==> src/rtl/grad_accumulator_pkg.sv <==
// Shared types for the mini-batch gradient accumulator: the element data
// type used on both stream interfaces and the two-state control enum.
package grad_accumulator_pkg;

  localparam int DATA_W = 16;

  typedef logic signed [DATA_W-1:0] data_type;

  typedef enum logic {
    ACCUM,
    DRAIN
  } acc_state_t;

endpackage

==> src/rtl/grad_accumulator.sv <==
// Mini-batch gradient accumulator. Sums 2^LOG2_BATCH samples of DEPTH
// gradient elements element-wise, then streams out the batch mean (floored
// arithmetic shift) one element per handshake, in the same element order.
module grad_accumulator
  import grad_accumulator_pkg::*;
#(
  parameter int DEPTH      = 15,
  parameter int LOG2_BATCH = 2
) (
  input  logic                     clk,
  input  logic                     rst,
  input  logic                     in_valid,
  output logic                     in_ready,
  input  data_type                 in_data,
  output logic                     out_valid,
  input  logic                     out_ready,
  output data_type                 out_data,
  output logic [$clog2(DEPTH)-1:0] out_index,
  output logic                     out_last
);

  // The sum of 2^LOG2_BATCH values of DATA_W bits always fits in this width.
  localparam int ACC_W = DATA_W + LOG2_BATCH;
  localparam int IDX_W = $clog2(DEPTH);
  localparam logic [IDX_W-1:0]      IDX_LAST = IDX_W'(DEPTH - 1);
  localparam logic [LOG2_BATCH-1:0] SMP_LAST = '1;

  acc_state_t              state_q, state_d;
  logic [IDX_W-1:0]        idx_q, idx_d;
  logic [LOG2_BATCH-1:0]   smp_q, smp_d;
  logic signed [ACC_W-1:0] acc_q [DEPTH];

  logic                    inFire;
  logic                    outFire;
  logic                    idxAtLast;
  logic signed [ACC_W-1:0] inExt;
  logic signed [ACC_W-1:0] accSum;

  // Handshake flags depend only on registered state, never on the valid/ready
  // inputs, so there is no combinational path through the block.
  assign in_ready  = (state_q == ACCUM);
  assign out_valid = (state_q == DRAIN);
  assign inFire    = in_valid && in_ready;
  assign outFire   = out_valid && out_ready;
  assign idxAtLast = (idx_q == IDX_LAST);

  // The first sample of a batch overwrites the slot, so the previous batch
  // never needs an explicit clear pass.
  assign inExt  = {{LOG2_BATCH{in_data[DATA_W-1]}}, in_data};
  assign accSum = (smp_q == '0) ? inExt : (acc_q[idx_q] + inExt);

  // Taking the upper DATA_W bits of the accumulator is the arithmetic right
  // shift by LOG2_BATCH truncated to DATA_W, i.e. the mean floored to -inf.
  assign out_data  = acc_q[idx_q][ACC_W-1:LOG2_BATCH];
  assign out_index = idx_q;
  assign out_last  = out_valid && idxAtLast;

  // Control registers; reset discards any partial batch or drain.
  always_ff @(posedge clk) begin
    if (rst) begin
      state_q <= ACCUM;
      idx_q   <= '0;
      smp_q   <= '0;
    end else begin
      state_q <= state_d;
      idx_q   <= idx_d;
      smp_q   <= smp_d;
    end
  end

  // Single read/modify/write port into the accumulator array at idx.
  always_ff @(posedge clk) begin
    if (!rst && inFire) begin
      acc_q[idx_q] <= accSum;
    end
  end

  // Next-state logic: walk idx/smp through the batch, then idx through the drain.
  always_comb begin
    state_d = state_q;
    idx_d   = idx_q;
    smp_d   = smp_q;
    unique case (state_q)
      ACCUM: begin
        if (inFire) begin
          if (idxAtLast) begin
            idx_d = '0;
            if (smp_q == SMP_LAST) begin
              smp_d   = '0;
              state_d = DRAIN;
            end else begin
              smp_d = smp_q + LOG2_BATCH'(1);
            end
          end else begin
            idx_d = idx_q + IDX_W'(1);
          end
        end
      end
      DRAIN: begin
        if (outFire) begin
          if (idxAtLast) begin
            idx_d   = '0;
            state_d = ACCUM;
          end else begin
            idx_d = idx_q + IDX_W'(1);
          end
        end
      end
      default: begin
        state_d = ACCUM;
      end
    endcase
  end

endmodule
==> config.mk <==
export PLATFORM = sky130hd
export DESIGN_NAME = grad_accumulator
export DESIGN_NICKNAME = d
export VERILOG_FILES = /design/src/rtl/grad_accumulator_pkg.sv /design/src/rtl/grad_accumulator.sv
export SDC_FILE = /design/constraint.sdc
export NUM_CORES = 1
export LEC_CHECK = 0
export BUFFER_PORTS_ARGS = -buffer_cell sky130_fd_sc_hd__clkbuf_2
export CAP_MARGIN = 15
export CORE_ASPECT_RATIO = 2
export CORE_MARGIN = 2
export CORE_UTILIZATION = 47
export CTS_BUF_LIST = sky130_fd_sc_hd__clkbuf_4 sky130_fd_sc_hd__clkbuf_8
export DETAILED_ROUTE_END_ITERATION = 10
export PLACE_DENSITY = 0.7
export SLEW_MARGIN = 15
export SYNTH_ARGS = -nofsm -noshare
export SYNTH_HDL_FRONTEND = slang
export SYNTH_SLANG_ARGS = --single-unit
==> constraint.sdc <==
create_clock -name clk -period 9.2 [get_ports clk]
set_clock_uncertainty 0.2 [all_clocks]
set_input_delay 0.92 -clock clk [delete_from_list [all_inputs] [get_ports clk]]
set_output_delay 0.92 -clock clk [all_outputs]
set_load 0.01 [all_outputs]
Yosys cells after proc, flatten, opt, wreduce, memory -nomap -nowiden
Memories as Yosys holds them, arrays and structs flattened. A register that Yosys moved wholly into a read port is not among the register bits.
Cells that the tools add are included.
- equality and inequality tests: 4
- bitwise logic cells: 1
- reductions and logical operators: 8
- muxes and demuxes: 16
- shift operators: 0
- divide/modulo/power cells: 0
- add/subtract/negate cells: 3
- multiply operators: 0
- $lt $le $gt $ge: 0
- operators with widths (kind ; number):
    4-bit two-way mux ; 5
    18-bit by 16-bit adder with 18-bit output ; 1
    18-bit two-way mux ; 1
    4-bit case mux with 2 select lines ; 1
    1-bit two-way mux ; 7
    4-bit by 1-bit adder with 4-bit output (second input constant) ; 1
    4-bit equality test (second input constant) ; 1
    1-bit logical AND ; 4
    2-bit by 1-bit != test with 1-bit output (second input constant) ; 2
    3-bit AND reduction ; 1
    2-bit by 1-bit adder with 2-bit output (second input constant) ; 1
    2-bit equality test (second input constant) ; 1
    2-bit logical NOT ; 1
    2-bit two-way mux ; 1
    1-bit case mux with 2 select lines ; 1
    2-bit AND reduction ; 1
    1-bit logical NOT ; 1
    1-bit inverter ; 1
- bits in writable memories: 270
- output and inout port bits: 23
- memories: 1
- ROM bits: 0
- register bits: 7
- bits of input ports: 20
- word-level logic and storage cells: 36
- latch bits: 0
- memories (memory ; depth ; bits a word ; rd ports ; clocked after Yosys merged registers in ; write ports ; line ; RTL):
    acc_q ; 15 ; 18 ; 1 ; 1 ; 1 ; grad_accumulator.sv:31 ; logic signed [ACC_W-1:0] acc_q [DEPTH];

Longest topological paths before layout
Gate-level depths: netlist of run 1.
- depth in word-level cells: 6
- depth in mapped cells: 15
- depth with buffers taken out: 12

Least setup slack after synthesis of run 1
Ideal clock, no wire load.
- kind: register to register
- start: register with a tool-made name
- end: memory acc_q[0][14] (netlist bit), data pin
- setup time: 0.320 ns
- setup slack: 4.580 ns
- cell stages (with the launch flop): 14
- path buffers: 2
- period minus slack after synthesis: 4.620 ns
- required time: 8.680 ns
- arrival time: 4.100 ns
- cells stage by stage: dfxtp_1 -> buf_6 -> buf_2 -> mux4_2 -> mux4_2 -> ha_1 -> fa_1 -> a211oi_1 -> o21a_1 -> nor2_1 -> a221oi_2 -> nand2_1 -> and3b_1 -> nor3_1
- RTL lines (element ; line):
    end: declaration ; grad_accumulator.sv:31

==> flow_summary.yaml, run 1 <==
outcome:
  outcome: "complete, no violations"
grt:
  grt_max_degree: 65
  grt_overflow: 0
  first_global_vias: 6544
  grt_pass1_wl_um: 38800
  antenna_found_initial: 0
  grtUsageTotal: 0.206
flow_run:
  max-cap-violations: 0
worst_setup_path:
  cp.required_ps: 9190
  startpoint_type: "flip-flop"
  cp.arrival_ps: 5560
  critPathKind: "flip-flop to flip-flop"
  path_max_fanout: 48
  end_kind: "flip-flop"
yosys:
  ys_seq_area_frac: 0.712
  synth_seq_cells: 281
  ys_async_sr_fraction: 0
  synth_edf_count: 270
  synth_area_leaders: "edfxtp_1, mux4_2, ha_1"
  yosys.area.top_type: "edfxtp_1"
  syn-num-nets: 674
  yosysWarnings: 0
  syn_inst: 634
  netlist_top_cells_count: "edfxtp_1, mux4_2, nand2_1"
  synth_ff_type: "edfxtp_1"
  post-synth-top-count-cell: "edfxtp_1"
  syn_area_um2: 11700
  ys_types: 51
  synth_top_area_share: 0.693
  avgSynthCellArea_um2: 18.4
finish:
  fin_nets: 741
  final_cells: 1058
  diodes: 0
  drive_gt1_frac: 0.292
  syn2layout_area_growth_pct: 11.8
cts:
  cts_tree: "yes"
  postCtsSetupBuffers: 0
  ctsResizeCount: 0
  clkLatencyLatePin_ps: 540
  cts-root-buf: "clkbuf_8"
  cts_buffer_depth: 3
  cts.clk_slew.worst_paths_ps: 70
  cts_buffers: 36
  cts-hold-fix-buffers: 0
  cts_max_level: 2
  clock-sinks: 281
drt:
  drcViolationCount: 0
  vias: 6184
  first_pass_iters: 5
  wirelength_um: 26100
  drt-initial-drc-count: 500
  ant_nets: 0
  wl_per_cell_um: 24.7
  routed_via_density: 5.84
placed_design:
  port_buffers: 42
  hpwl_um: 15600
  place_congestion: 0.934
  dp.cells: 993
floorplan:
  io_pins: 43
  dieWidth_um: 116
  initial_core_util: 0.479
  core-area_um2: 24400
  dieArea_um2: 26200
  core.rowCount: 81
  die_h_um: 227
sta:
  worst_pin_slew_ps: 1020
  fin_crit_sh: 0.605
  finalHoldViolCount: 0
  rsz0062_at_grt: "no"
  tns_ps: 0
  slew_headroom: 0.314
  report.final.slew_viol_count: 0
  setup_violations: 0
  fmax_mhz: 180
  layout_min_cycle_time_ps: 5570
worst_hold_path:
  hp-class: "flip-flop to flip-flop"
power_and_ir_drop:
  ir_worst_vdd_mv: 0.0891
  power.density_nw_per_um2: 191
  total_leakage_power_nw: 4.16
placed cells by master (no fill, tap or decap), types with 6 or more instances in the layout:
cell / netlist / layout
o21ai_0: 37 / 30
nor2_4: 0 / 8
dfxtp_1: 11 / 9
o21ai_1: 3 / 10
nor2_1: 25 / 14
buf_4: 2 / 16
mux4_2: 71 / 71
mux2i_1: 19 / 19
clkbuf_2: 0 / 42
nand2_1: 48 / 48
nor2b_1: 6 / 6
edfxtp_1: 270 / 270
clkinv_1: 0 / 9
xnor2_1: 7 / 7
clkbuf_4: 0 / 12
a21oi_1: 17 / 17
ha_1: 19 / 19
clkbuf_8: 0 / 37
logic make-up after synthesis:
kind of cell | Yosys count | share of synthesized area
compound gates | 87 | 0.0462
xor+xnor | 12 | 0.00899
fa+ha+maj | 20 | 0.0220
buf+inv | 34 | 0.0131
flops | 281 | 0.712
mux | 94 | 0.157
simple gates | 106 | 0.0405
layout make-up:
type,count,area [um2]
clock buffer,49,599
clock inverter,14,63.8
fill,1909,11400
inverter,4,15.0
multi-input combinational,319,3300
sequential,281,8340
tap,332,415
timing repair buffer,59,335
state kept, by name, indices dropped and copies added (netlist names), named ones only:
name	flops
smp_q	2
out_index	4
out_valid	1
acc_q	270
worst max-delay path: stages (launching register included):
cell,delay (ps)
dfxtp_4,660
buf_4,820
mux4_2,610
mux4_2,520
ha_1,380
a21oi_1,200
o211ai_1,120
o211ai_1,180
a221oi_1,140
a2111oi_2,400
mux2i_1,140
xnor2_1,810
stage by stage:
stage / power [mW] / hold slack, ps / cell area [um2] / setup WS [ps] / utilization
floorplan: 1.60 / 253 / 11700 / 4580 / -
global placement: 1.65 / 261 / 12400 / 3570 / 0.507
detailed placement: 1.66 / 284 / 12400 / 3250 / 0.507
CTS: 2.51 / 294 / 13000 / 3260 / 0.534
global route: 2.57 / 324 / 13100 / 3240 / 0.535
finish: 2.49 / 290 / 13100 / 3630 / 0.535
per-layer routing:
| layer | wire (um) | global-route usage | up-vias | part of all wire |
|---|---|---|---|---|
| met2 | 14600 | 0.378 | 219 | 0.56 |
| met3 | 1390 | 0.0296 | 61 | 0.053 |
| met1 | 9270 | 0.239 | 3202 | 0.36 |
| met5 | 0 | 0 | - | 0 |
| met4 | 849 | 0.0824 | 0 | 0.033 |
| li1 | - | - | 2702 | - |
where the power goes:
group | switching, mW | internal [mW]
Clock | 0.438 | 0.423
Combinational | 0.119 | 0.0921
Sequential | 0.0106 | 1.41
final timing paths:
check,slack (ps),endpoint,cells after the start,startpoint
max reg2reg,3630,acc_q[14][17],11,flip-flop
min,290,smp_q[1],2,smp_q[1]
max,3630,acc_q[14][17],11,flip-flop
min reg2reg,290,smp_q[1],2,smp_q[1]
Note: power is estimated with default switching activity, not from simulation.
==> run 2, diff against run 1 <==
clock period = 5.35 ns   (was 9.2 ns; I/O delays follow)
==> flow_summary.yaml, run 2 (synthesis results as in run 1) <==
outcome:
  outcome: "complete, no violations"
drt:
  drt-initial-drc-count: 682
  ant_nets: 0
  wl_per_cell_um: 25.6
  first_pass_iters: 5
  wirelength_um: 27300
  drcViolationCount: 0
  vias: 6304
  routed_via_density: 5.91
finish:
  top_register: "acc_q"
  largest_register_ffs: 270
  regArea_um2: 8340
  multi_input_area_um2: 3320
  syn2layout_area_growth_pct: 13.6
  drive_gt1_frac: 0.304
  fillCellCount: 1904
  fin_nets: 754
  final_common_cell: "edfxtp_1"
  final_cell_mix: "edfxtp_1, mux4_2, nand2_1"
worst_setup_path:
  cp.arrival_ps: 4990
  crit_family: "compound AO/OA/AOI/OAI gates"
  cpPeakStageDelay_ps: 630
  path_cells: "buf_4, mux2i_1, o21ai_0, mux4_2, ha_1, fa_1, a211oi_1, o21a_1, nor2_1, a221oi_2, a31oi_1, nor4b_1, a211o_1"
  critPathKind: "flip-flop to flip-flop"
  path_buf_inv: 1
  startpoint_type: "flip-flop"
  cp.required_ps: 5430
  end_kind: "flip-flop"
  worst_path_max_delay_cell: "dfxtp_4"
  path_max_fanout: 20
cts:
  cts_buffers: 37
  cts-root-buf: "clkbuf_8"
  cts_buffer_depth: 3
  cts_max_level: 2
  cts_tree: "yes"
  cts.clk_slew.worst_paths_ps: 70
  clkLatencyLatePin_ps: 530
  clock-sinks: 281
  cts-hold-fix-buffers: 0
sta:
  finalHoldViolCount: 0
  slew_headroom: 0.391
  fin_crit_sh: 0.917
  timing.final.ws_setup_ps: 444
  worst_pin_slew_ps: 907
  setup_violations: 0
  layout_min_cycle_time_ps: 4910
  rsz0062_at_grt: "no"
  report.final.slew_viol_count: 0
  tns_ps: 0
  fmax_mhz: 204
power_and_ir_drop:
  power.density_nw_per_um2: 340
  totalPowerFinal_mw: 4.52
  ir_worst_vdd_mv: 0.237
  total_leakage_power_nw: 4.27
grt:
  grt_overflow: 0
  antenna_found_initial: 1
  grt_max_degree: 36
  first_global_vias: 6644
  grt_pass1_wl_um: 40200
  grtUsageTotal: 0.214
floorplan:
  die_h_um: 227
  io_pins: 43
  core-area_um2: 24400
  initial_core_util: 0.479
  core.rowCount: 81
  dieArea_um2: 26200
  dieWidth_um: 116
placed_design:
  hpwl_um: 16900
  place_congestion: 0.823
  port_buffers: 42
  dp_slack_ps: 391
flow_run:
  max-cap-violations: 0
worst_hold_path:
  hp-class: "input port to flip-flop"
-- run 2: final timing paths --
path                        to  slack [ps]  startpoint  depth (start not counted)
setup / recovery  acc_q[8][16]         440   flip-flop                         13
hold / removal        smp_q[1]         120         rst                          2
setup reg to reg  acc_q[8][16]         440   flip-flop                         13
hold reg to reg       smp_q[1]         310    smp_q[1]                          2
-- run 2: power breakdown --
| part | switching (mW) | total [mW] | internal (mW) |
|---|---|---|---|
| logic | 0.214 | 0.382 | 0.168 |
| registers | 0.0192 | 2.44 | 2.42 |
| clock network | 0.761 | 1.70 | 0.935 |
| total | 0.994 | 4.52 | 3.53 |
-- run 2: repair_timing --
item | in CTS | in global routing
setup buffers | 0 | 0
gates resized for setup | 0 | 1
endpoints found under the setup margin | 0 | 8
-- run 2: through the flow --
step / hold slack, ps / area (um2) / utilization / cells
2_1_floorplan: 253 / 11700 / - / 634
3_3_place_gp: 261 / 12500 / 0.512 / 1007
3_5_place_dp: 289 / 12500 / 0.512 / 1007
4_1_cts: 99.5 / 13300 / 0.544 / 1066
5_1_grt: 149 / 13300 / 0.544 / 1067
6_report: 123 / 13300 / 0.544 / 1067
-- run 2: cell type report --
class	instances	area share
flip-flops and latches	281	0.627
multi-input cells	319	0.250
clock buffers	44	0.0423
repair buffers	71	0.0332
well taps	332	0.0313
clock inverters	15	0.0150
inverters	4	0.00113
diodes	1	0.000188
-- run 2: metal layers --
metal,routed length [um],track usage,up-vias,share of wire
met4,1040,0.0906,0,0.038
met1,9520,0.246,3269,0.35
met5,0,0,-,0
li1,-,-,2717,-
met3,1540,0.0285,66,0.056
met2,15200,0.393,252,0.56
==> run 3, diff against run 2 <==
PLACE_DENSITY = 0.73   (was 0.7)
clock period = 4 ns   (was 5.35 ns; I/O delays follow)
==> flow_summary.yaml, run 3 (synthesis results as in run 1) <==
worst_setup_path:
  cp.required_ps: 4090
  cp.arrival_ps: 4280
  startpoint_type: "flip-flop"
  end_kind: "flip-flop"
  rr_worst_depth: 17
  regToRegSetupSlack_ps: -200
  path_max_fanout: 15
  critical_path.endpoint: "acc_q[9][14]"
  critPathKind: "flip-flop to flip-flop"
  r2r_end: "acc_q[9][14]"
drt:
  ant_nets: 0
  drt-initial-drc-count: 533
  vias: 6770
  first_pass_iters: 5
  routed_via_density: 5.81
  wirelength_um: 29200
  drcViolationCount: 0
  wl_per_cell_um: 25.0
sta:
  fmax_mhz: 238
  slew_headroom: 0.334
  setup_violations: 75
  finalHoldViolCount: 0
  report.final.slew_viol_count: 0
  worst_pin_slew_ps: 996
  rsz0062_at_grt: "yes"
  fin_crit_sh: 1.05
  timing.final.ws_setup_ps: -196
  layout_min_cycle_time_ps: 4200
cts:
  cts_max_level: 2
  cts-root-buf: "clkbuf_8"
  clkLatencyLatePin_ps: 540
  cts.clk_slew.worst_paths_ps: 70
  cts_tree: "yes"
  cts_buffer_depth: 3
  clock-sinks: 281
  cts_buffers: 37
grt:
  grt_max_degree: 23
  first_global_vias: 7204
  antenna_found_initial: 1
  grt_overflow: 0
  grtUsageTotal: 0.222
  grt_pass1_wl_um: 41800
floorplan:
  initial_core_util: 0.479
  dieArea_um2: 26200
  die_h_um: 227
  core-area_um2: 24400
  core.rowCount: 81
  io_pins: 43
  dieWidth_um: 116
outcome:
  outcome: "finished with violations"
  violations: "negative setup slack"
worst_hold_path:
  hp-class: "input port to flip-flop"
finish:
  final_cell_mix: "edfxtp_1, buf_4, mux4_2"
  top_register: "acc_q"
  final_common_cell: "edfxtp_1"
  fin_nets: 844
  drive_gt1_frac: 0.438
  fin_util: 0.603
  largest_register_ffs: 270
  fillCellCount: 1707
  syn2layout_area_growth_pct: 26.0
power_and_ir_drop:
  ir_worst_vdd_mv: 0.185
  total_leakage_power_nw: 4.91
  totalPowerFinal_mw: 6.54
  power.density_nw_per_um2: 444
placed_design:
  port_buffers: 42
  place_congestion: 0.918
  hpwl_um: 17000
  dp_slack_ps: -273
flow_run:
  max-cap-violations: 0
==> run 3: routing by layer <==
| metal | vias to the layer above | track usage | part of all wire |
|---|---|---|---|
| li1 | 2910 | - | - |
| met1 | 3517 | 0.250 | 0.36 |
| met2 | 265 | 0.415 | 0.56 |
| met3 | 78 | 0.0277 | 0.049 |
| met4 | 0 | 0.0913 | 0.038 |
| met5 | - | 0 | 0 |
==> run 3: worst max-delay path, stage by stage, from the launching register on <==
cell,delay [ps]
dfxtp_4,370
buf_12,120
buf_12,130
buf_8,130
buf_4,120
mux4_2,470
mux4_2,530
ha_4,200
a21oi_1,260
o21ai_0,140
a21o_1,230
a221oi_4,310
buf_4,170
o21ai_0,80
nor3_1,140
buf_4,150
nor3_4,40
buf_12,140
==> run 3: how the worst min path moves through the flow <==
stage,start,slack (ps),cells past startpoint,end
after floorplan,smp_q[1],250,2,smp_q[1]
after global placement,smp_q[1],260,2,smp_q[1]
after detailed placement,smp_q[1],300,2,smp_q[1]
after CTS,rst,0.8,2,smp_q[1]
after global routing,rst,30,2,smp_q[0]
final,rst,8,2,smp_q[1]
==> run 3: layout make-up <==
class | count | area (um2) | area share
tap | 332 | 415 | 0.0282
clock buffer | 50 | 626 | 0.0425
timing repair buffer | 160 | 1370 | 0.0929
clock inverter | 17 | 235 | 0.0160
sequential | 281 | 8340 | 0.566
inverter | 4 | 15.0 | 0.00102
multi-input combinational | 320 | 3730 | 0.253
antenna | 1 | 2.50 | 0.000170
==> run 3: what timing repair did <==
| item | in CTS | in global routing |
|---|---|---|
| setup buffers | 13 | 23 |
| gates resized for setup | 20 | 49 |
| hold buffers | 2 | 0 |
| endpoints found under the hold margin | 1 | 0 |
| setup endpoints to repair | 150 | 165 |
| pin swaps | 11 | 24 |
| cloned | 2 | 1 |
==> run 3: per-stage QoR <==
stage	cells	area, um2	setup TNS, ps	hold slack (ps)
after floorplan	634	11800	0	253
after global placement	1058	13000	-9220	262
after detailed placement	1058	13000	-24830	296
after CTS	1142	14200	-7230	0.766
after global routing	1165	14700	-19970	30.0
final	1165	14700	-9550	8.08
==> run 3: power by group <==
part           internal (mW)  switching (mW)
clock                   1.41            1.05
combinational          0.421           0.401
sequential              3.24          0.0116
total                   5.07            1.47
